**config.mk**
```make
export PLATFORM = sky130hd
export DESIGN_NAME = div_unit
export DESIGN_NICKNAME = d
export VERILOG_FILES = /design/src/rtl/div_unit_pkg.sv /design/src/rtl/div_unit.sv
export SDC_FILE = /design/constraint.sdc
export NUM_CORES = 1
export LEC_CHECK = 0
export BUFFER_PORTS_ARGS = -buffer_cell sky130_fd_sc_hd__buf_2
export CAP_MARGIN = 20
export CELL_PAD_IN_SITES_DETAIL_PLACEMENT = 2
export CELL_PAD_IN_SITES_GLOBAL_PLACEMENT = 2
export CORE_UTILIZATION = 30
export CTS_CLUSTER_DIAMETER = 120
export DETAILED_ROUTE_END_ITERATION = 8
export PLACE_DENSITY = 0.77
export SYNTH_ARGS = -nofsm -noshare
export SYNTH_HDL_FRONTEND = slang
export SYNTH_SLANG_ARGS = --single-unit
```
**constraint.sdc**
```tcl
create_clock -name clk -period 15.8 [get_ports clk]
set_input_delay 1.58 -clock clk [delete_from_list [all_inputs] [get_ports clk]]
set_output_delay 1.58 -clock clk [all_outputs]
set_load 0.05 [all_outputs]
```
**src/rtl/div_unit_pkg.sv**
```systemverilog
// div_unit_pkg: shared widths, FSM state encoding and handshake constants for
// the multi-cycle integer divider, plus a two's-complement negate helper.
package div_unit_pkg;

    localparam int REG_BUS        = 32;
    localparam int DOUBLE_REG_BUS = 64;

    typedef enum logic [1:0] {
        DivFree   = 2'b00,
        DivByZero = 2'b01,
        DivOn     = 2'b10,
        DivEnd    = 2'b11
    } div_state_e;

    localparam logic DivResultReady    = 1'b1;
    localparam logic DivResultNotReady = 1'b0;
    localparam logic DivStart          = 1'b1;
    localparam logic DivStop           = 1'b0;

    function automatic logic [REG_BUS-1:0] neg(input logic [REG_BUS-1:0] v);
        return ~v + {{(REG_BUS-1){1'b0}}, 1'b1};
    endfunction

endpackage

```
**src/rtl/div_unit.sv**
```systemverilog
// div_unit: radix-2 restoring divider for DIV/DIVU, one quotient bit per clock.
// Ports:
//   clk           rising-edge clock
//   rst           asynchronous active-high reset
//   signed_div_i  1 = signed divide, 0 = unsigned (sampled at start)
//   opdata1_i     dividend (sampled at start)
//   opdata2_i     divisor  (sampled at start)
//   start_i       request from EX, held high until ready_o is seen
//   annul_i       abort an in-flight divide
//   result_o      {remainder, quotient}, valid only while ready_o = 1
//   ready_o       result ready
module div_unit
    import div_unit_pkg::*;
(
    input  logic                      clk,
    input  logic                      rst,
    input  logic                      signed_div_i,
    input  logic [REG_BUS-1:0]        opdata1_i,
    input  logic [REG_BUS-1:0]        opdata2_i,
    input  logic                      start_i,
    input  logic                      annul_i,
    output logic [DOUBLE_REG_BUS-1:0] result_o,
    output logic                      ready_o
);

    div_state_e                r_state,    w_state_nxt;
    logic [5:0]                r_cnt,      w_cnt_nxt;
    logic [2*REG_BUS:0]        r_dividend, w_dividend_nxt;
    logic [REG_BUS-1:0]        r_divisor,  w_divisor_nxt;
    logic                      r_neg_q,    w_neg_q_nxt;   // quotient must be negated
    logic                      r_neg_r,    w_neg_r_nxt;   // remainder must be negated
    logic [DOUBLE_REG_BUS-1:0] r_result,   w_result_nxt;
    logic                      r_ready,    w_ready_nxt;

    logic [REG_BUS:0]   w_diff;
    logic               w_op1_neg;
    logic               w_op2_neg;
    logic [REG_BUS-1:0] w_op1_mag;
    logic [REG_BUS-1:0] w_op2_mag;

    // Trial subtract of the divisor from the upper partial remainder; bit 32
    // set means the subtract borrowed and this quotient bit is 0.
    assign w_diff    = {1'b0, r_dividend[2*REG_BUS-1:REG_BUS]} - {1'b0, r_divisor};

    // Sign bits only matter for a signed divide, so unsigned never fixes up.
    assign w_op1_neg = signed_div_i & opdata1_i[REG_BUS-1];
    assign w_op2_neg = signed_div_i & opdata2_i[REG_BUS-1];
    assign w_op1_mag = w_op1_neg ? neg(opdata1_i) : opdata1_i;
    assign w_op2_mag = w_op2_neg ? neg(opdata2_i) : opdata2_i;

    assign result_o  = r_result;
    assign ready_o   = r_ready;

    always_ff @(posedge clk or posedge rst) begin
        if (rst) begin
            r_state    <= DivFree;
            r_cnt      <= '0;
            r_dividend <= '0;
            r_divisor  <= '0;
            r_neg_q    <= 1'b0;
            r_neg_r    <= 1'b0;
            r_result   <= '0;
            r_ready    <= DivResultNotReady;
        end else begin
            r_state    <= w_state_nxt;
            r_cnt      <= w_cnt_nxt;
            r_dividend <= w_dividend_nxt;
            r_divisor  <= w_divisor_nxt;
            r_neg_q    <= w_neg_q_nxt;
            r_neg_r    <= w_neg_r_nxt;
            r_result   <= w_result_nxt;
            r_ready    <= w_ready_nxt;
        end
    end

    always_comb begin
        w_state_nxt    = r_state;
        w_cnt_nxt      = r_cnt;
        w_dividend_nxt = r_dividend;
        w_divisor_nxt  = r_divisor;
        w_neg_q_nxt    = r_neg_q;
        w_neg_r_nxt    = r_neg_r;
        w_result_nxt   = r_result;
        w_ready_nxt    = r_ready;

        case (r_state)
            DivFree: begin
                w_ready_nxt  = DivResultNotReady;
                w_result_nxt = '0;
                if (start_i == DivStart && !annul_i) begin
                    if (opdata2_i == '0) begin
                        w_state_nxt = DivByZero;
                    end else begin
                        w_state_nxt    = DivOn;
                        w_cnt_nxt      = '0;
                        w_divisor_nxt  = w_op2_mag;
                        w_neg_q_nxt    = w_op1_neg ^ w_op2_neg;
                        w_neg_r_nxt    = w_op1_neg;
                        // Pre-shifted by one so the first trial subtract sees bit 31.
                        w_dividend_nxt = {{REG_BUS{1'b0}}, w_op1_mag, 1'b0};
                    end
                end
            end

            DivByZero: begin
                w_dividend_nxt = '0;
                w_state_nxt    = DivEnd;
            end

            DivOn: begin
                if (annul_i) begin
                    w_state_nxt = DivFree;
                    w_cnt_nxt   = '0;
                end else if (r_cnt != 6'(REG_BUS)) begin
                    if (w_diff[REG_BUS])
                        w_dividend_nxt = {r_dividend[2*REG_BUS-1:0], 1'b0};
                    else
                        w_dividend_nxt = {w_diff[REG_BUS-1:0], r_dividend[REG_BUS-1:0], 1'b1};
                    w_cnt_nxt = r_cnt + 6'd1;
                end else begin
                    // Quotient sits in [31:0], remainder in [64:33] after the last shift.
                    if (r_neg_q)
                        w_dividend_nxt[REG_BUS-1:0] = neg(r_dividend[REG_BUS-1:0]);
                    if (r_neg_r)
                        w_dividend_nxt[2*REG_BUS:REG_BUS+1] = neg(r_dividend[2*REG_BUS:REG_BUS+1]);
                    w_cnt_nxt   = '0;
                    w_state_nxt = DivEnd;
                end
            end

            DivEnd: begin
                w_ready_nxt  = DivResultReady;
                w_result_nxt = {r_dividend[2*REG_BUS:REG_BUS+1], r_dividend[REG_BUS-1:0]};
                if (start_i == DivStop) begin
                    w_state_nxt  = DivFree;
                    w_ready_nxt  = DivResultNotReady;
                    w_result_nxt = '0;
                end
            end
        endcase
    end

endmodule

```
Word level (Yosys, flattened, before mapping)
Index checks and enable logic that the tools add are counted.
{"block": "word_totals", "wordCells": 76, "out_inout_bits": 65, "reg_bits": 172, "inputBits": 69}
{"block": "classes", "n_bitwise": 8, "n_addsub": 6, "n_mux": 27, "n_reduce_logical": 13, "n_eq_ne": 12}
{"operator": "$mux 65", "n": 4}
{"operator": "$pmux 65 s3", "n": 1}
{"operator": "$mux 32", "n": 6}
{"operator": "$add 32x1->32 const B", "n": 4}
{"operator": "$not 32->32", "n": 4}
{"operator": "$pmux 64 s2", "n": 1}
{"operator": "$mux 64", "n": 1}
{"operator": "$sub 32x32->33", "n": 1}
{"operator": "$logic_not 32->1", "n": 1}
{"operator": "$mux 6", "n": 4}
{"operator": "$reduce_and 5->1", "n": 3}
{"operator": "$pmux 6 s2", "n": 1}
{"operator": "$mux 2", "n": 5}
{"operator": "$ne 2x2->1 const B", "n": 5}
{"operator": "$ne 3x3->1 const B", "n": 3}
{"operator": "$reduce_and 3->1", "n": 3}
{"operator": "$pmux 2 s4", "n": 1}
{"operator": "$add 6x1->6 const B", "n": 1}
{"operator": "$ne 6x6->1 const B", "n": 1}
{"operator": "$eq 2x2->1 const B", "n": 2}
{"operator": "$reduce_bool 2->1", "n": 2}
{"operator": "$reduce_bool 3->1", "n": 1}
{"operator": "$and 1x1->1", "n": 2}
{"operator": "$eq 2x1->1 const B", "n": 1}
{"operator": "other kinds (7)", "n": 8}

Logic depth before layout (Yosys ltp)
Gate-level depths: netlist of the first run.
{"block": "depth", "ltp_word": 6, "mapped_depth": 13, "mapped_depth_nobuf": 12}

Worst setup path after synthesis of the first run
OpenSTA, ideal clock, no wires.
{"block": "synth_timing", "kind": "input to register", "from": "input port opdata2_i[0]", "to": "register r_divisor[29]", "setup_time_ns": 0.134, "path_buffers": 0, "stages": 9, "t_arrival_ns": 3.797, "path_slack_ns": 11.870, "path_cell_list": "or4_1 -> or3_1 -> or4_1 -> or2_4 -> nor2_4 -> nand3b_2 -> o31ai_1 -> xor2_1 -> o21ai_0"}
{"block": "synth_via", "elab_chain_cells": 3}
{"element": "start, declared", "line": "div_unit.sv:19", "source": "input logic [REG_BUS-1:0] opdata2_i,"}
{"element": "$not 32->32 / $logic_not 32->1 (equally long branches)", "line": "div_unit_pkg.sv:21, div_unit.sv:91"}
{"element": "$add 32x1->32 / $not 1->1 (equally long branches)"}
{"element": "$mux 32 / $reduce_and 3->1 (equally long branches)"}
{"element": "end signal, assigned", "line": "div_unit.sv:68", "source": "r_divisor <= w_divisor_nxt;"}
{"element": "end, declared", "line": "div_unit.sv:29", "source": "logic [REG_BUS-1:0] r_divisor, w_divisor_nxt;"}
Several ways; a longest one is shown, not always the timed one.
A chain may end at the register's enable or synchronous reset.

Final worst setup path of the first run
{"block": "layout_timing", "from": "input port opdata2_i[7]", "to": "register r_cnt[4]"}
{"block": "layout_via", "elab_chain_cells": 3}
{"element": "$logic_not 32->1", "line": "div_unit.sv:91", "source": "if (opdata2_i == '0) begin"}
{"element": "$ne 2x2->1 (no line)"}
{"element": "$reduce_and 3->1 (no line)"}
{"element": "end signal, assigned", "line": "div_unit.sv:66", "source": "r_cnt <= w_cnt_nxt;"}
{"element": "end, declared", "line": "div_unit.sv:27", "source": "logic [5:0] r_cnt, w_cnt_nxt;"}
Every way passes these cells.

==> results of run 1 <==
==> path summary, 6_finish.rpt <==
path / to / slack [ns] / cells past startpoint
setup / recovery: r_cnt[4] / 11.34 / 9
hold / removal: r_divisor[25] / 0.48 / 2
setup reg to reg: r_dividend[49] / 12.06 / 13
hold reg to reg: r_divisor[25] / 0.48 / 2
max in group asynchronous: result_o[35] / 12.67 / 4
min in group asynchronous: result_o[58] / 1.19 / 2
==> state kept, by name, summed over array words and instances, names as in the netlist <==
signal / count
r_cnt: 6
r_neg_q: 1
r_neg_r: 1
r_state: 2
r_divisor: 32
ready_o: 1
r_dividend: 65
result_o: 64
==> power breakdown <==
part           leakage (nW)  switching [mW]  internal, mW  total (mW)
clock network         0.296           0.217         0.227       0.444
logic                  3.51            1.16         0.647        1.80
registers              2.24           0.233         0.585       0.818
total                  6.05            1.61          1.46        3.07
==> per-stage QoR <==
| step | setup slack [ns] | util | instance area, um2 | hold WS [ns] | power [mW] |
|---|---|---|---|---|---|
| 3_3_place_gp | 10.91 | 0.334 | 12900 | 0.460 | 2.53 |
| 6_report | 11.34 | 0.349 | 13500 | 0.482 | 3.07 |
| 5_1_grt | 11.11 | 0.349 | 13500 | 0.510 | 3.30 |
| 2_1_floorplan | 9.56 | - | 11800 | 0.450 | 2.07 |
| 3_5_place_dp | 10.82 | 0.334 | 12900 | 0.474 | 2.62 |
| 4_1_cts | 11.29 | 0.349 | 13500 | 0.491 | 3.08 |
==> Yosys cell counts, drive strengths merged, types with 19 or more instances <==
library cell  count  area share
o21a             23       0.015
a22o             69       0.051
a21o             23       0.015
nor3             27       0.011
ha               43       0.045
inv              56       0.018
nor2            117       0.038
nand2           131       0.042
o221ai           21       0.016
dfrtp           172        0.36
xnor2            46       0.034
a21oi           113       0.048
o31ai            26       0.018
o21ai           112       0.047
clkbuf           63       0.020
buf              19      0.0096
xor2             50       0.037
or3              30       0.017
==> routing by layer <==
metal / routed length [um] / global-route usage / vias up
li1: - / - / 5246
met1: 20700 / 0.296 / 5667
met2: 19600 / 0.341 / 172
met3: 1120 / 0.0286 / 29
met4: 480 / 0.0504 / 0
met5: 0 / 0 / -
==> worst max-delay path: stages <==
cell and delay [ns]:
buf_2 0.13, or4_1 0.57, nor3_1 0.33, nand4_1 0.52, o211ai_1 0.36, buf_4 0.53
a21boi_2 0.46, or2_2 0.22, o31ai_1 0.09
==> cells by family (layout without fill, tap and decap cells) <==
kind of cell / Yosys count / in the layout / share of synthesized area
AO/OA/AOI/OAI: 494 / 494 / 0.281
XOR/XNOR: 96 / 96 / 0.0710
adder cells (fa/ha/maj): 44 / 44 / 0.0471
buffers and inverters: 138 / 234 / 0.0475
flip-flops: 172 / 172 / 0.364
multiplexers: 16 / 16 / 0.0149
AND/OR/NAND/NOR: 417 / 417 / 0.175
==> final cells by class <==
| class | instances | area (um2) |
|---|---|---|
| clock buffers | 17 | 425 |
| clock inverters | 15 | 173 |
| fillers | 4400 | 25200 |
| inverters | 56 | 215 |
| multi-input cells | 1067 | 7010 |
| flip-flops and latches | 172 | 4300 |
| well taps | 518 | 648 |
| repair buffers | 146 | 763 |
==> key figures, run 1 <==
Run status
  – Status: complete, no violations

Timing
  – Part of the cycle the worst path needs: 0.282
  – RSZ-0062 raised after global routing: false
  – Fin. Hold Viols: 0
  – Worst rel slew slack: 0.289
  – Min Clock Period, post-route: 4.46 ns
  – # setup viols final: 0
  – Max Clock Skew: 0.0164 ns
  – Fin. max-slew vios: 0
  – Setup TNS: 0 ns
  – Worst slew pin tran: 1.07 ns
  – Fmax: 0.224 GHz

Clocking
  – Worst-Skew Late Latency: 0.47 ns
  – Hold-fix buffers, CTS: 0
  – Post-CTS sizing: 0
  – CTS Buf Count: 17
  – CTS clock-pin slew for the worst setup and hold paths: 0.07 ns
  – Clock root buffer: clkbuf_16
  – CTS H-tree depth: 4
  – CTS tree: yes
  – CTS Sinks: 172
  – Maximum root-to-sink buffer count: 2
  – Post-CTS setup buffers: 0

Placement
  – GP Congestion: 0.828
  – PortBufs: 133
  – Dpl cells: 1959
  – DP HPWL: 30600 um

Synth
  – Yosys warns: 0
  – Asr flop ratio synth: 1.00
  – Main synth FF type: dfrtp_1
  – Sequential-to-total area share from yosys stat: 0.364
  – Distinct cells, synth: 81
  – Yosys reg bits: 172
  – Syn Area/Cell: 8.60 um2
  – Synth Instances: 1377
  – Syn Nets: 1490
  – Syn Std Cell Area: 11800 um2
  – Count of flip-flops with a built-in enable after synthesis: 0

Route
  – Vias per cell: 5.58
  – Wire per inst: 21.0 um
  – Vias post-DR: 11100
  – Drt pass-1 iters: 5
  – # DRC: 0
  – Final ANT Viol Nets: 0
  – Routed wire length: 41900 um
  – Iteration-0 DRC Markers: 556

Worst hold path
  – Worst hold start: r_divisor[25]
  – Worst Hold Class: flip-flop to flip-flop

Die
  – Die width: 201 um
  – Core area: 38700 um2
  – Die area: 40300 um2
  – Starting density of the core: 0.306
  – DIE HEIGHT: 201 um
  – # IOs: 134
  – Rows: 72

Critical path
  – Worst EP arrival: 4.79 ns
  – Critical path origin: opdata2_i[7]
  – CP Launch Type: primary input
  – Crit path max fanout: 69
  – Crit. End Element: flip-flop
  – Worst R2R Start: r_dividend[32]
  – Type of the worst setup path: primary input to flip-flop
  – Critical Path RT: 16.13 ns

Flow run
  – Max-cap violations: 0

Finish
  – Most common cell after layout, fill and taps aside: dfrtp_1
  – Fin cells: 1991
  – Final net count: 1573
  – N_diodes: 0
  – Fraction of layout cells with a size suffix above 1: 0.147
  – Area Overhead vs Synth: 14.4%
  – Most frequent cells in the layout: dfrtp_1 (172), buf_2 (133), nand2_1 (131)

Pwr
  – Worst VDD drop: 0.000140 V
  – Leakage: 6.05 nW
  – Pwr/cell area: 227 nW/um2

Global route
  – Total gr overflow: 0
  – Largest net degree at the start of global routing: 98
  – GRT Total Usage: 0.211
  – Antenna violations before repair: 0
  – Vias in the first global route: 11700
  – First-pass GRT wire length: 67400 um
Power figures use the tool's default switching activity.
==> run 2: changes to the inputs <==
Clock period 15.8 ns to 4.4 ns, I/O delays scaled along.
==> key figures, run 2 (same netlist as run 1, synthesis figures left out) <==
Route
  – Iteration-0 DRC Markers: 628 (was 556)
  – Vias post-DR: 11300 (was 11100)
  – Top sig layer: met4 (unchanged)
  – Met3 WL post-DR: 1530 um (was 1120 um)
  – # DRC: 0 (unchanged)
  – Wire per inst: 21.7 um (was 21.0 um)
  – Final ANT Viol Nets: 0 (unchanged)
  – Routed wire length: 43300 um (was 41900 um)
  – Met2 wire len: 20200 um (was 19600 um)
  – Drt pass-1 iters: 5 (unchanged)
  – Vias per cell: 5.64 (was 5.58)
  – Met1 wire length: 20800 um (was 20700 um)

Timing
  – Worst rel slew slack: 0.324 (was 0.289)
  – Max Clock Skew: 0.0109 ns (was 0.0164 ns)
  – RSZ-0062 raised after global routing: false (unchanged)
  – Fin. Hold Viols: 0 (unchanged)
  – Part of the cycle the worst path needs: 0.806
  – Setup TNS: 0 ns (unchanged)
  – # setup viols final: 0 (unchanged)
  – Fin. max-slew vios: 0 (unchanged)
  – Min Clock Period, post-route: 3.54 ns
  – Fmax: 0.282 GHz
  – Worst slew pin tran: 1.01 ns (was 1.07 ns)

Pwr
  – Sw Share: 0.528 (was 0.524)
  – Pwr/cell area: 817 nW/um2 (was 227 nW/um2)
  – Clock share of power: 0.139 (was 0.145)
  – Comb pwr share: 0.597 (was 0.588)
  – Reg power frac: 0.265 (was 0.267)
  – Leakage: 6.06 nW (was 6.05 nW)
  – Int Power: 5.23 mW (was 1.46 mW)
  – Sw power: 5.86 mW (was 1.61 mW)
  – Worst VDD drop: 0.000335 V (was 0.000140 V)

Finish
  – Area Overhead vs Synth: 14.7% (was 14.4%)
  – Final net count: 1580 (was 1573)
  – Most frequent cells in the layout: dfrtp_1 (172), buf_2 (133), nand2_1 (131) (unchanged)
  – Fill count: 4412 (was 4400)
  – N_diodes: 0 (unchanged)
  – Most common cell after layout, fill and taps aside: dfrtp_1 (unchanged)
  – Fraction of layout cells with a size suffix above 1: 0.151 (was 0.147)
  – Core Util, Final: 0.351 (was 0.349)
  – Largest Register: r_dividend (unchanged)
  – Largest register FFs: 65 (unchanged)

Critical path
  – Max incr delay on CP: 0.54 ns (was 0.57 ns)
  – Slowest CP cell: ha_1 (was or4_1)
  – Type of the worst setup path: flip-flop to flip-flop (was primary input to flip-flop)
  – CP Launch Type: flip-flop (was primary input)
  – CP top delay family: compound AO/OA/AOI/OAI gates (was simple AND/OR/NAND/NOR gates)
  – WP depth: 11 (was 9)
  – Crit path max fanout: 41 (was 69)
  – Reg2Reg Depth: 11 (was 13)
  – Crit. End Element: flip-flop (unchanged)
  – Critical Path RT: 4.75 ns (was 16.13 ns)
  – Worst EP arrival: 3.89 ns (was 4.79 ns)
  – CP cell instances: ha_1 > a21oi_1 > o21ai_0 > a21oi_1 > o21ai_0 > a31oi_1 > o31a_1 > buf_4 > a21oi_1 > o21ai_0 > a32o_1 (was buf_2 > or4_1 > nor3_1 > nand4_1 > o211ai_1 > buf_4 > a21boi_2 > or2_2 > o31ai_1)
  – CP bufs+invs: 1 (was 2)
  – R2r setup slk: 0.86 ns (was 12.06 ns)

Worst hold path
  – Worst Hold Class: primary input to async pin (was flip-flop to flip-flop)

Die
  – # IOs: 134 (unchanged)
  – Rows: 72 (unchanged)
  – Core area: 38700 um2 (unchanged)
  – DIE HEIGHT: 201 um (unchanged)
  – Starting density of the core: 0.306 (unchanged)
  – Die area: 40300 um2 (unchanged)
  – Die width: 201 um (unchanged)

Placement
  – PortBufs: 133 (unchanged)
  – DP HPWL: 32000 um (was 30600 um)
  – GP Congestion: 0.842 (was 0.828)

Clocking
  – Worst-Skew Late Latency: 0.46 ns (was 0.47 ns)
  – Clock root buffer: clkbuf_16 (unchanged)
  – Maximum root-to-sink buffer count: 2 (unchanged)
  – CTS Sinks: 172 (unchanged)
  – Post-CTS sizing: 0 (unchanged)
  – CTS H-tree depth: 4 (unchanged)
  – CTS Buf Count: 17 (unchanged)
  – Hold-fix buffers, CTS: 0 (unchanged)
  – CTS clock-pin slew for the worst setup and hold paths: 0.07 ns (about the same)
  – Post-CTS setup buffers: 0 (unchanged)
  – CTS tree: yes (unchanged)

Global route
  – Antenna violations before repair: 0 (unchanged)
  – First-pass GRT wire length: 69800 um (was 67400 um)
  – Total gr overflow: 0 (unchanged)
  – Largest net degree at the start of global routing: 128 (was 98)
  – Vias in the first global route: 12000 (was 11700)
  – GRT Total Usage: 0.218 (was 0.211)

Flow run
  – Max-cap violations: 0 (unchanged)

Run status
  – Status: complete, no violations (unchanged)
-- run 2: cell count changes in the layout (fill, tap and decap cells not counted) --
cell and delta:
buf_4 +6, clkinv_4 -1, clkinvlp_4 +3, bufinv_16 -1, inv_6 -1, buf_12 +1
-- run 2: metal layers --
layer / global-route usage / up-vias
li1: - / 5254
met1: 0.301 / 5752
met2: 0.354 / 215
met3: 0.0305 / 39
met4: 0.0589 / 0
met5: 0 / -
-- run 2: power groups by stage --
| stage | Combinational [mW] | Sequential (mW) | Clock, mW |
|---|---|---|---|
| 4_1_cts | 6.60 | 2.92 | 1.58 |
| 6_report | 6.62 | 2.94 | 1.54 |
| 3_3_place_gp | 6.29 | 2.90 | 0 |
| 2_1_floorplan | 4.57 | 2.88 | 0 |
| 5_1_grt | 7.24 | 3.02 | 1.63 |
| 3_5_place_dp | 6.53 | 2.95 | 0 |
-- run 2: layout make-up --
| type | count | area [um2] | share of cell area |
|---|---|---|---|
| repair buffers | 153 | 828 | 0.0610 |
| clock inverters | 15 | 149 | 0.0110 |
| inverters | 56 | 214 | 0.0158 |
| clock buffers | 17 | 425 | 0.0313 |
| flip-flops and latches | 172 | 4300 | 0.317 |
| well taps | 518 | 648 | 0.0477 |
| multi-input cells | 1067 | 7010 | 0.516 |
-- run 2: path summary, 6_finish.rpt --
| check | to | start |
|---|---|---|
| max in group asynchronous | r_cnt[0] | rst |
| setup reg to reg | r_dividend[51] | r_dividend[45] |
| setup / recovery | r_dividend[51] | r_dividend[45] |
| hold / removal | result_o[29] | rst |
| min in group clk | r_divisor[31] | opdata2_i[31] |
| hold reg to reg | r_divisor[24] | r_divisor[24] |
-- run 2: through the flow --
| stage | hold WS, ns | setup slack (ns) | cell area [um2] | total power, mW | cells |
|---|---|---|---|---|---|
| floorplan | 0.450 | 1.35 | 11800 | 7.45 | 1377 |
| global placement | 0.464 | 0.690 | 13000 | 9.19 | 1966 |
| detailed placement | 0.473 | 0.578 | 13000 | 9.48 | 1966 |
| CTS | 0.212 | 0.861 | 13600 | 11.1 | 1998 |
| global route | 0.248 | 0.631 | 13600 | 11.9 | 1998 |
| finish | 0.165 | 0.856 | 13600 | 11.1 | 1998 |
-- run 2: worst register-to-register path, cell delays in order, from the launching register on --
cell and delay, ns:
dfrtp_1 0.52, ha_1 0.54, a21oi_1 0.14, o21ai_0 0.43, a21oi_1 0.14, o21ai_0 0.31
a31oi_1 0.17, o31a_1 0.32, buf_4 0.28, a21oi_1 0.20, o21ai_0 0.10, a32o_1 0.28
